## src/rtl/debug_pkg.sv

```systemverilog
// rtl/debug_pkg.sv - shared opcode, status and state encodings for debug_ctrl
//
// Purpose : one place for the host command opcodes, response status codes
//           and the debug controller state enumeration, so the controller
//           and anything talking to it agree on the encodings.
// Ports   : none (package).

package debug_pkg;

    // Host command opcodes carried on cmd_op.
    typedef enum logic [2:0] {
        OP_HALT    = 3'd0,
        OP_RESUME  = 3'd1,
        OP_STEP    = 3'd2,
        OP_RDREG   = 3'd3,
        OP_WRREG   = 3'd4,
        OP_RDPC    = 3'd5,
        OP_RDIR    = 3'd6,
        OP_RDFLAGS = 3'd7
    } op_e;

    // Response status codes carried on rsp_status.
    typedef enum logic [1:0] {
        STAT_OK         = 2'b00,
        STAT_NOT_HALTED = 2'b01,
        STAT_BAD_OP     = 2'b10
    } status_e;

    // Controller states.
    typedef enum logic [2:0] {
        S_RUN       = 3'd0,
        S_HALT_PEND = 3'd1,
        S_HALTED    = 3'd2,
        S_STEP_REL  = 3'd3,
        S_STEP_WAIT = 3'd4,
        S_RD_WAIT   = 3'd5,
        S_RESP      = 3'd6
    } state_e;

    // Width of the CPU flags bus {N,Z,C,V}.
    localparam int FLAGS_W = 4;

    // Commands that touch CPU state and are therefore refused while running.
    function automatic logic needs_halt(input op_e op);
        return (op == OP_STEP) || (op == OP_RDREG) || (op == OP_WRREG);
    endfunction

endpackage

```

## src/rtl/debug_ctrl.sv

```systemverilog
// rtl/debug_ctrl.sv - host debug controller: halt/resume/step and state access for a CPU
//
// Purpose : accepts one host command at a time, stalls/releases the CPU at
//           instruction boundaries, reads/writes the register file through a
//           debug port and returns a single response per command.
// Ports   :
//   clk, reset_n                       clock, asynchronous active-low reset
//   cmd_valid/cmd_ready                command handshake
//   cmd_op, cmd_addr, cmd_data         opcode, register index, write data
//   rsp_valid/rsp_ready                response handshake
//   rsp_data, rsp_status               read data (0 for non-reads), status
//   ir_enable, ir, pc, flags           CPU fetch strobe and visible CPU state
//   cpu_stall                          freezes the CPU
//   rf_addr, rf_wdata, rf_we, rf_rdata debug register-file port (1-cycle read)

module debug_ctrl
    import debug_pkg::*;
#(
    parameter int DATA_W = 16,
    parameter int RA_W   = 4
) (
    input  logic              clk,
    input  logic              reset_n,
    input  logic              cmd_valid,
    output logic              cmd_ready,
    input  logic [2:0]        cmd_op,
    input  logic [RA_W-1:0]   cmd_addr,
    input  logic [DATA_W-1:0] cmd_data,
    output logic              rsp_valid,
    input  logic              rsp_ready,
    output logic [DATA_W-1:0] rsp_data,
    output logic [1:0]        rsp_status,
    input  logic              ir_enable,
    input  logic [DATA_W-1:0] ir,
    input  logic [DATA_W-1:0] pc,
    input  logic [3:0]        flags,
    output logic              cpu_stall,
    output logic [RA_W-1:0]   rf_addr,
    output logic [DATA_W-1:0] rf_wdata,
    output logic              rf_we,
    input  logic [DATA_W-1:0] rf_rdata
);

    // ------------------------------------------------------------------
    // State and response registers
    // ------------------------------------------------------------------
    state_e              r_state;
    state_e              r_ret;        // state to enter once the response is taken
    logic                r_live;       // low during reset and the first cycle after
    logic [DATA_W-1:0]   r_rsp_data;
    logic [1:0]          r_rsp_status;
    logic [RA_W-1:0]     r_rf_addr;
    logic [DATA_W-1:0]   r_rf_wdata;
    logic                r_rf_we;

    // ------------------------------------------------------------------
    // Combinational decode
    // ------------------------------------------------------------------
    op_e                 w_op;
    logic                w_accept;
    state_e              w_next_state;
    logic                w_load_rsp;
    logic [DATA_W-1:0]   w_rsp_data_d;
    status_e             w_rsp_status_d;
    state_e              w_ret_d;
    logic                w_rd_start;
    logic                w_wr_start;
    logic                w_stall;
    logic [DATA_W-1:0]   w_flags_ext;

    assign w_op        = op_e'(cmd_op);
    assign w_flags_ext = {{(DATA_W-FLAGS_W){1'b0}}, flags};

    // Commands are taken only in the two resting states; r_live keeps
    // cmd_ready low while reset is held and for the first edge after it.
    assign cmd_ready = r_live && ((r_state == S_RUN) || (r_state == S_HALTED));
    assign w_accept  = cmd_valid && cmd_ready;

    always_comb begin
        w_next_state   = r_state;
        w_load_rsp     = 1'b0;
        w_rsp_data_d   = '0;
        w_rsp_status_d = STAT_OK;
        w_ret_d        = r_state;
        w_rd_start     = 1'b0;
        w_wr_start     = 1'b0;
        w_stall        = 1'b0;

        case (r_state)
            S_RUN, S_HALTED: begin
                w_stall = (r_state == S_HALTED);
                if (w_accept) begin
                    if (needs_halt(w_op) && (r_state == S_RUN)) begin
                        // Refused without touching the CPU or register file.
                        w_load_rsp     = 1'b1;
                        w_rsp_status_d = STAT_NOT_HALTED;
                        w_ret_d        = S_RUN;
                        w_next_state   = S_RESP;
                    end else begin
                        case (w_op)
                            OP_HALT: begin
                                if (r_state == S_RUN) begin
                                    // Response is produced once the CPU reaches a boundary.
                                    w_next_state = S_HALT_PEND;
                                end else begin
                                    w_load_rsp   = 1'b1;
                                    w_ret_d      = S_HALTED;
                                    w_next_state = S_RESP;
                                end
                            end
                            OP_RESUME: begin
                                w_load_rsp   = 1'b1;
                                w_ret_d      = S_RUN;
                                w_next_state = S_RESP;
                            end
                            OP_STEP: begin
                                w_next_state = S_STEP_REL;
                            end
                            OP_RDREG: begin
                                w_rd_start   = 1'b1;
                                w_next_state = S_RD_WAIT;
                            end
                            OP_WRREG: begin
                                w_wr_start   = 1'b1;
                                w_load_rsp   = 1'b1;
                                w_ret_d      = S_HALTED;
                                w_next_state = S_RESP;
                            end
                            OP_RDPC: begin
                                w_load_rsp   = 1'b1;
                                w_rsp_data_d = pc;
                                w_next_state = S_RESP;
                            end
                            OP_RDIR: begin
                                w_load_rsp   = 1'b1;
                                w_rsp_data_d = ir;
                                w_next_state = S_RESP;
                            end
                            OP_RDFLAGS: begin
                                w_load_rsp   = 1'b1;
                                w_rsp_data_d = w_flags_ext;
                                w_next_state = S_RESP;
                            end
                            default: begin
                                w_load_rsp     = 1'b1;
                                w_rsp_status_d = STAT_BAD_OP;
                                w_next_state   = S_RESP;
                            end
                        endcase
                    end
                end
            end

            S_HALT_PEND: begin
                // Stall exactly on the fetch strobe so the CPU freezes on a boundary.
                w_stall = ir_enable;
                if (ir_enable) begin
                    w_load_rsp   = 1'b1;
                    w_ret_d      = S_HALTED;
                    w_next_state = S_RESP;
                end
            end

            S_STEP_REL: begin
                // One free cycle lets the CPU take the fetch it was held on.
                w_stall      = 1'b0;
                w_next_state = S_STEP_WAIT;
            end

            S_STEP_WAIT: begin
                w_stall = ir_enable;
                if (ir_enable) begin
                    w_load_rsp   = 1'b1;
                    w_ret_d      = S_HALTED;
                    w_next_state = S_RESP;
                end
            end

            S_RD_WAIT: begin
                // rf_rdata now reflects the address presented on the accept cycle.
                w_stall      = 1'b1;
                w_load_rsp   = 1'b1;
                w_rsp_data_d = rf_rdata;
                w_ret_d      = S_HALTED;
                w_next_state = S_RESP;
            end

            S_RESP: begin
                w_stall = (r_ret == S_HALTED);
                if (rsp_ready) begin
                    w_next_state = r_ret;
                end
            end

            default: begin
                w_next_state = S_RUN;
            end
        endcase
    end

    // ------------------------------------------------------------------
    // State register
    // ------------------------------------------------------------------
    always_ff @(posedge clk or negedge reset_n) begin
        if (!reset_n) begin
            r_state <= S_RUN;
            r_live  <= 1'b0;
        end else begin
            r_state <= w_next_state;
            r_live  <= 1'b1;
        end
    end

    // ------------------------------------------------------------------
    // Response register: loaded once per command, held through RESP
    // ------------------------------------------------------------------
    always_ff @(posedge clk or negedge reset_n) begin
        if (!reset_n) begin
            r_rsp_data   <= '0;
            r_rsp_status <= 2'b00;
            r_ret        <= S_RUN;
        end else if (w_load_rsp) begin
            r_rsp_data   <= w_rsp_data_d;
            r_rsp_status <= w_rsp_status_d;
            r_ret        <= w_ret_d;
        end
    end

    // ------------------------------------------------------------------
    // Register-file debug port
    // ------------------------------------------------------------------
    always_ff @(posedge clk or negedge reset_n) begin
        if (!reset_n) begin
            r_rf_addr  <= '0;
            r_rf_wdata <= '0;
            r_rf_we    <= 1'b0;
        end else begin
            // Write strobe lives for the single cycle after a WRREG is taken.
            r_rf_we <= w_wr_start;
            if (w_rd_start || w_wr_start) begin
                r_rf_addr <= cmd_addr;
            end
            if (w_wr_start) begin
                r_rf_wdata <= cmd_data;
            end
        end
    end

    // The read address is presented on the accept cycle itself so the
    // one-cycle synchronous read lands during RD_WAIT.
    assign rf_addr    = (w_rd_start || w_wr_start) ? cmd_addr : r_rf_addr;
    assign rf_wdata   = r_rf_wdata;
    assign rf_we      = r_rf_we;

    assign rsp_valid  = (r_state == S_RESP);
    assign rsp_data   = r_rsp_data;
    assign rsp_status = r_rsp_status;
    assign cpu_stall  = w_stall;

endmodule

```

## config.mk

```make
export PLATFORM = sky130hd
export DESIGN_NAME = debug_ctrl
export DESIGN_NICKNAME = d
export VERILOG_FILES = /design/src/rtl/debug_pkg.sv /design/src/rtl/debug_ctrl.sv
export SDC_FILE = /design/constraint.sdc
export NUM_CORES = 1
export LEC_CHECK = 0
export ABC_AREA = 1
export BUFFER_PORTS_ARGS = -buffer_cell sky130_fd_sc_hd__buf_2
export CORE_MARGIN = 2
export CORE_UTILIZATION = 30
export CTS_CLUSTER_DIAMETER = 150
export DETAILED_ROUTE_END_ITERATION = 16
export SLEW_MARGIN = 10
export SYNTH_ARGS = -nofsm -noshare
export SYNTH_HDL_FRONTEND = slang
export SYNTH_SLANG_ARGS = --single-unit
export TNS_END_PERCENT = 10
```

## constraint.sdc

```tcl
create_clock -name clk -period 3.93 [get_ports clk]
set_clock_uncertainty 0.15 [all_clocks]
set_input_delay 0.393 -clock clk [delete_from_list [all_inputs] [get_ports clk]]
set_output_delay 0.393 -clock clk [all_outputs]
set_load 0.01 [all_outputs]
```

==> impl_metrics.toml <==
[run_status]
status = "complete, no violations"

[global_route]
grt-ovfl-total = 0
grt_pass1_vias = 2245
grt_max_degree = 46
groute.usage.overall = 0.143
antenna_found_initial = 0
grt_pass1_wl_mm = 10.3

[sta]
clock.fmax_mhz = 335
grt_setup_unrepaired = "no"
relSlewSlack = 0.302
min_period_over_period = 0.759
drv_slew = 0
setup_viol = 0
hold-worst-slack_ps = 105
tightest_slew_ps = 1050
worst_slack_ps = 947
period_minus_slack_ps = 2980
fin_tns_setup_ps = 0
hold_violations = 0

[yosys]
synth-warning-count = 0
avgSynthCellArea_um2 = 7.79
synth_cell_types = 29
syn_nets = 405
synth_area_um2 = 2530
synth_cells = 325
synth_seq_area_share = 0.445
synth_seq_cells = 45

[placement]
post-dp-hpwl_mm = 5.08
place_congestion = 0.817
post-place-ws_ps = 1210
portBuffers = 120

[route]
postRouteAntennaNets = 0
drt-wirelength-per-cell_um = 12.1
firstDrtPassIters = 4
vias = 2430
via_per_inst = 4.45
routed_wl_mm = 6.63
route.detailed.drc = 0
drt_iter0_drc = 129

[cells_and_area]
fin_nets = 520
multi_input_area_um2 = 1230
regArea_um2 = 1130
drive_gt1_frac = 0.374
antenna_cells = 0
syn2layout_area_growth_pct = 29.3
fill_cells = 860

[flow_run]
drv_cap = 0

[floorplanning]
rows = 33
die_area_um2 = 9190
coreArea_um2 = 8220
die_height_um = 95.9
die-width_um = 95.9
initial_core_util = 0.308
io_pins = 122

[worst_setup_path]
arrival_ps = 2440
critical_path.cell_chain = "inv_2, nor3_4, o21bai_2, o311ai_0, buf_2"
ff2ff_setup_slack_ps = 1680
start_kind = "register"
critical_path_class = "reg -> out"
cp_max_fo = 20
required_ps = 3390
critical_path_buf_inv_count = 2
slowest_stage = "o21bai_2"
end_kind = "output port"
max_stage_delay_ps = 830
cp_top_family = "compound AO/OA/AOI/OAI gates"

[clock_network]
insertion_delay_ps = 300
cts_buffer_depth = 2
path_clk_slew_ps = 90
post_cts_resized = 0
cts_num_sinks = 45
ctsHtreeMaxLevel = 2
cts-root-buf = "clkbuf_8"
cts_setup_buffers = 0
cts_tree = "yes"
cts-buffers-inserted = 5
postCtsHoldBufs = 0

[power]
peakVddDrop_mv = 0.186
p_leak_nw = 1.84
power_density_nw_per_um2 = 540

[min_path]
min_path_type = "in -> async"
-- path summary, 6_finish.rpt --
| kind | from | end | cells after the start |
|---|---|---|---|
| hold / removal | reset_n | rsp_data[13] | 1 |
| setup / recovery | r_state[2] | cpu_stall | 5 |
| max in group asynchronous | reset_n | rf_wdata[6] | 1 |
| hold reg to reg | rf_wdata[11] | rf_wdata[11] | 2 |
| setup reg to reg | r_state[2] | rsp_status[0] | 5 |
| min in group clk | cmd_data[8] | rf_wdata[8] | 3 |
-- per-layer routing --
layer,track usage,vias up,part of all wire
li1,-,1260,-
met1,0.172,1076,0.44
met2,0.255,88,0.46
met3,0.0415,6,0.087
met4,0.0286,0,0.0072
met5,0,-,0
-- power breakdown --
part / switching [W] / internal [W]
combinational: 0.000464 / 0.000285
sequential: 0.0000967 / 0.000605
clock: 0.000158 / 0.000159
total: 0.000719 / 0.00105
-- layout make-up --
class,count,area share
Timing Repair Buffer,120,0.184
Inverter,21,0.0264
Clock inverter,1,0.00153
Tap cell,105,0.0402
Multi-Input combinational cell,247,0.375
Sequential cell,45,0.344
Clock buffer,7,0.0294
-- cells in the mapped netlist, drive strengths merged --
master,number,area (µm²)
nand2,148,583
nand4,1,21.3
o21bai,1,7.51
nand3b,1,7.51
nor2,13,81.3
a21oi,30,154
buf,12,96.3
or2,1,6.26
dfrtp,45,1130
o21ai,9,45.0
o311ai,1,8.76
nor3,4,42.5
nand3,36,258
inv,21,86.3
conb,2,7.51
-- cells in the final DEF (no fill, tap or decap) --
cell type  netlist  layout
o311ai_0         1       1
a21oi_2          1       1
nand3_1         22      22
nand2_1        141     141
dfrtp_1         45      45
inv_4            3       3
nand3_2         13      13
or2_2            1       1
nor2_2           1       1
a21oi_1         29      29
o21ai_1          1       1
clkinv_2         0       1
nor2_4           4       4
nor3_1           2       2
nand2_2          5       5
buf_2            4     120
conb_1           2       2
o21ai_0          8       8
nand2_4          2       2
nor2_1           8       8
nor3_4           2       2
nand3b_1         1       1
clkbuf_8         0       7
nand4_4          1       1
o21bai_2         0       1
inv_2            2       2
nand3_4          1       1
inv_1           16      16
-- state kept, by name (all words and copies together) (netlist names) --
signal and count:
r_live 1, r_ret 3, r_rf_addr 4, r_state 3, rf_wdata 16, rf_we 1
rsp_data 16, rsp_status 1
-- cell families (layout without fill, tap and decap cells) --
| family | Yosys count | in the layout | share of synthesized area |
|---|---|---|---|
| other | 2 | 2 | 0.00297 |
| flip-flops | 45 | 45 | 0.445 |
| AO/OA/AOI/OAI | 41 | 41 | 0.0850 |
| buffers and inverters | 33 | 149 | 0.0722 |
| AND/OR/NAND/NOR | 204 | 204 | 0.395 |
-- metrics by stage --
stage / cell area [µm²] / total power (W) / util / std cells
floorplan: 2530 / 0.00120 / - / 325
global placement: 3170 / 0.00146 / 0.386 / 538
detailed placement: 3170 / 0.00147 / 0.386 / 538
CTS: 3270 / 0.00180 / 0.398 / 546
global route: 3270 / 0.00192 / 0.398 / 546
finish: 3270 / 0.00177 / 0.398 / 546
No activity file was read; power rests on OpenSTA's default activity.
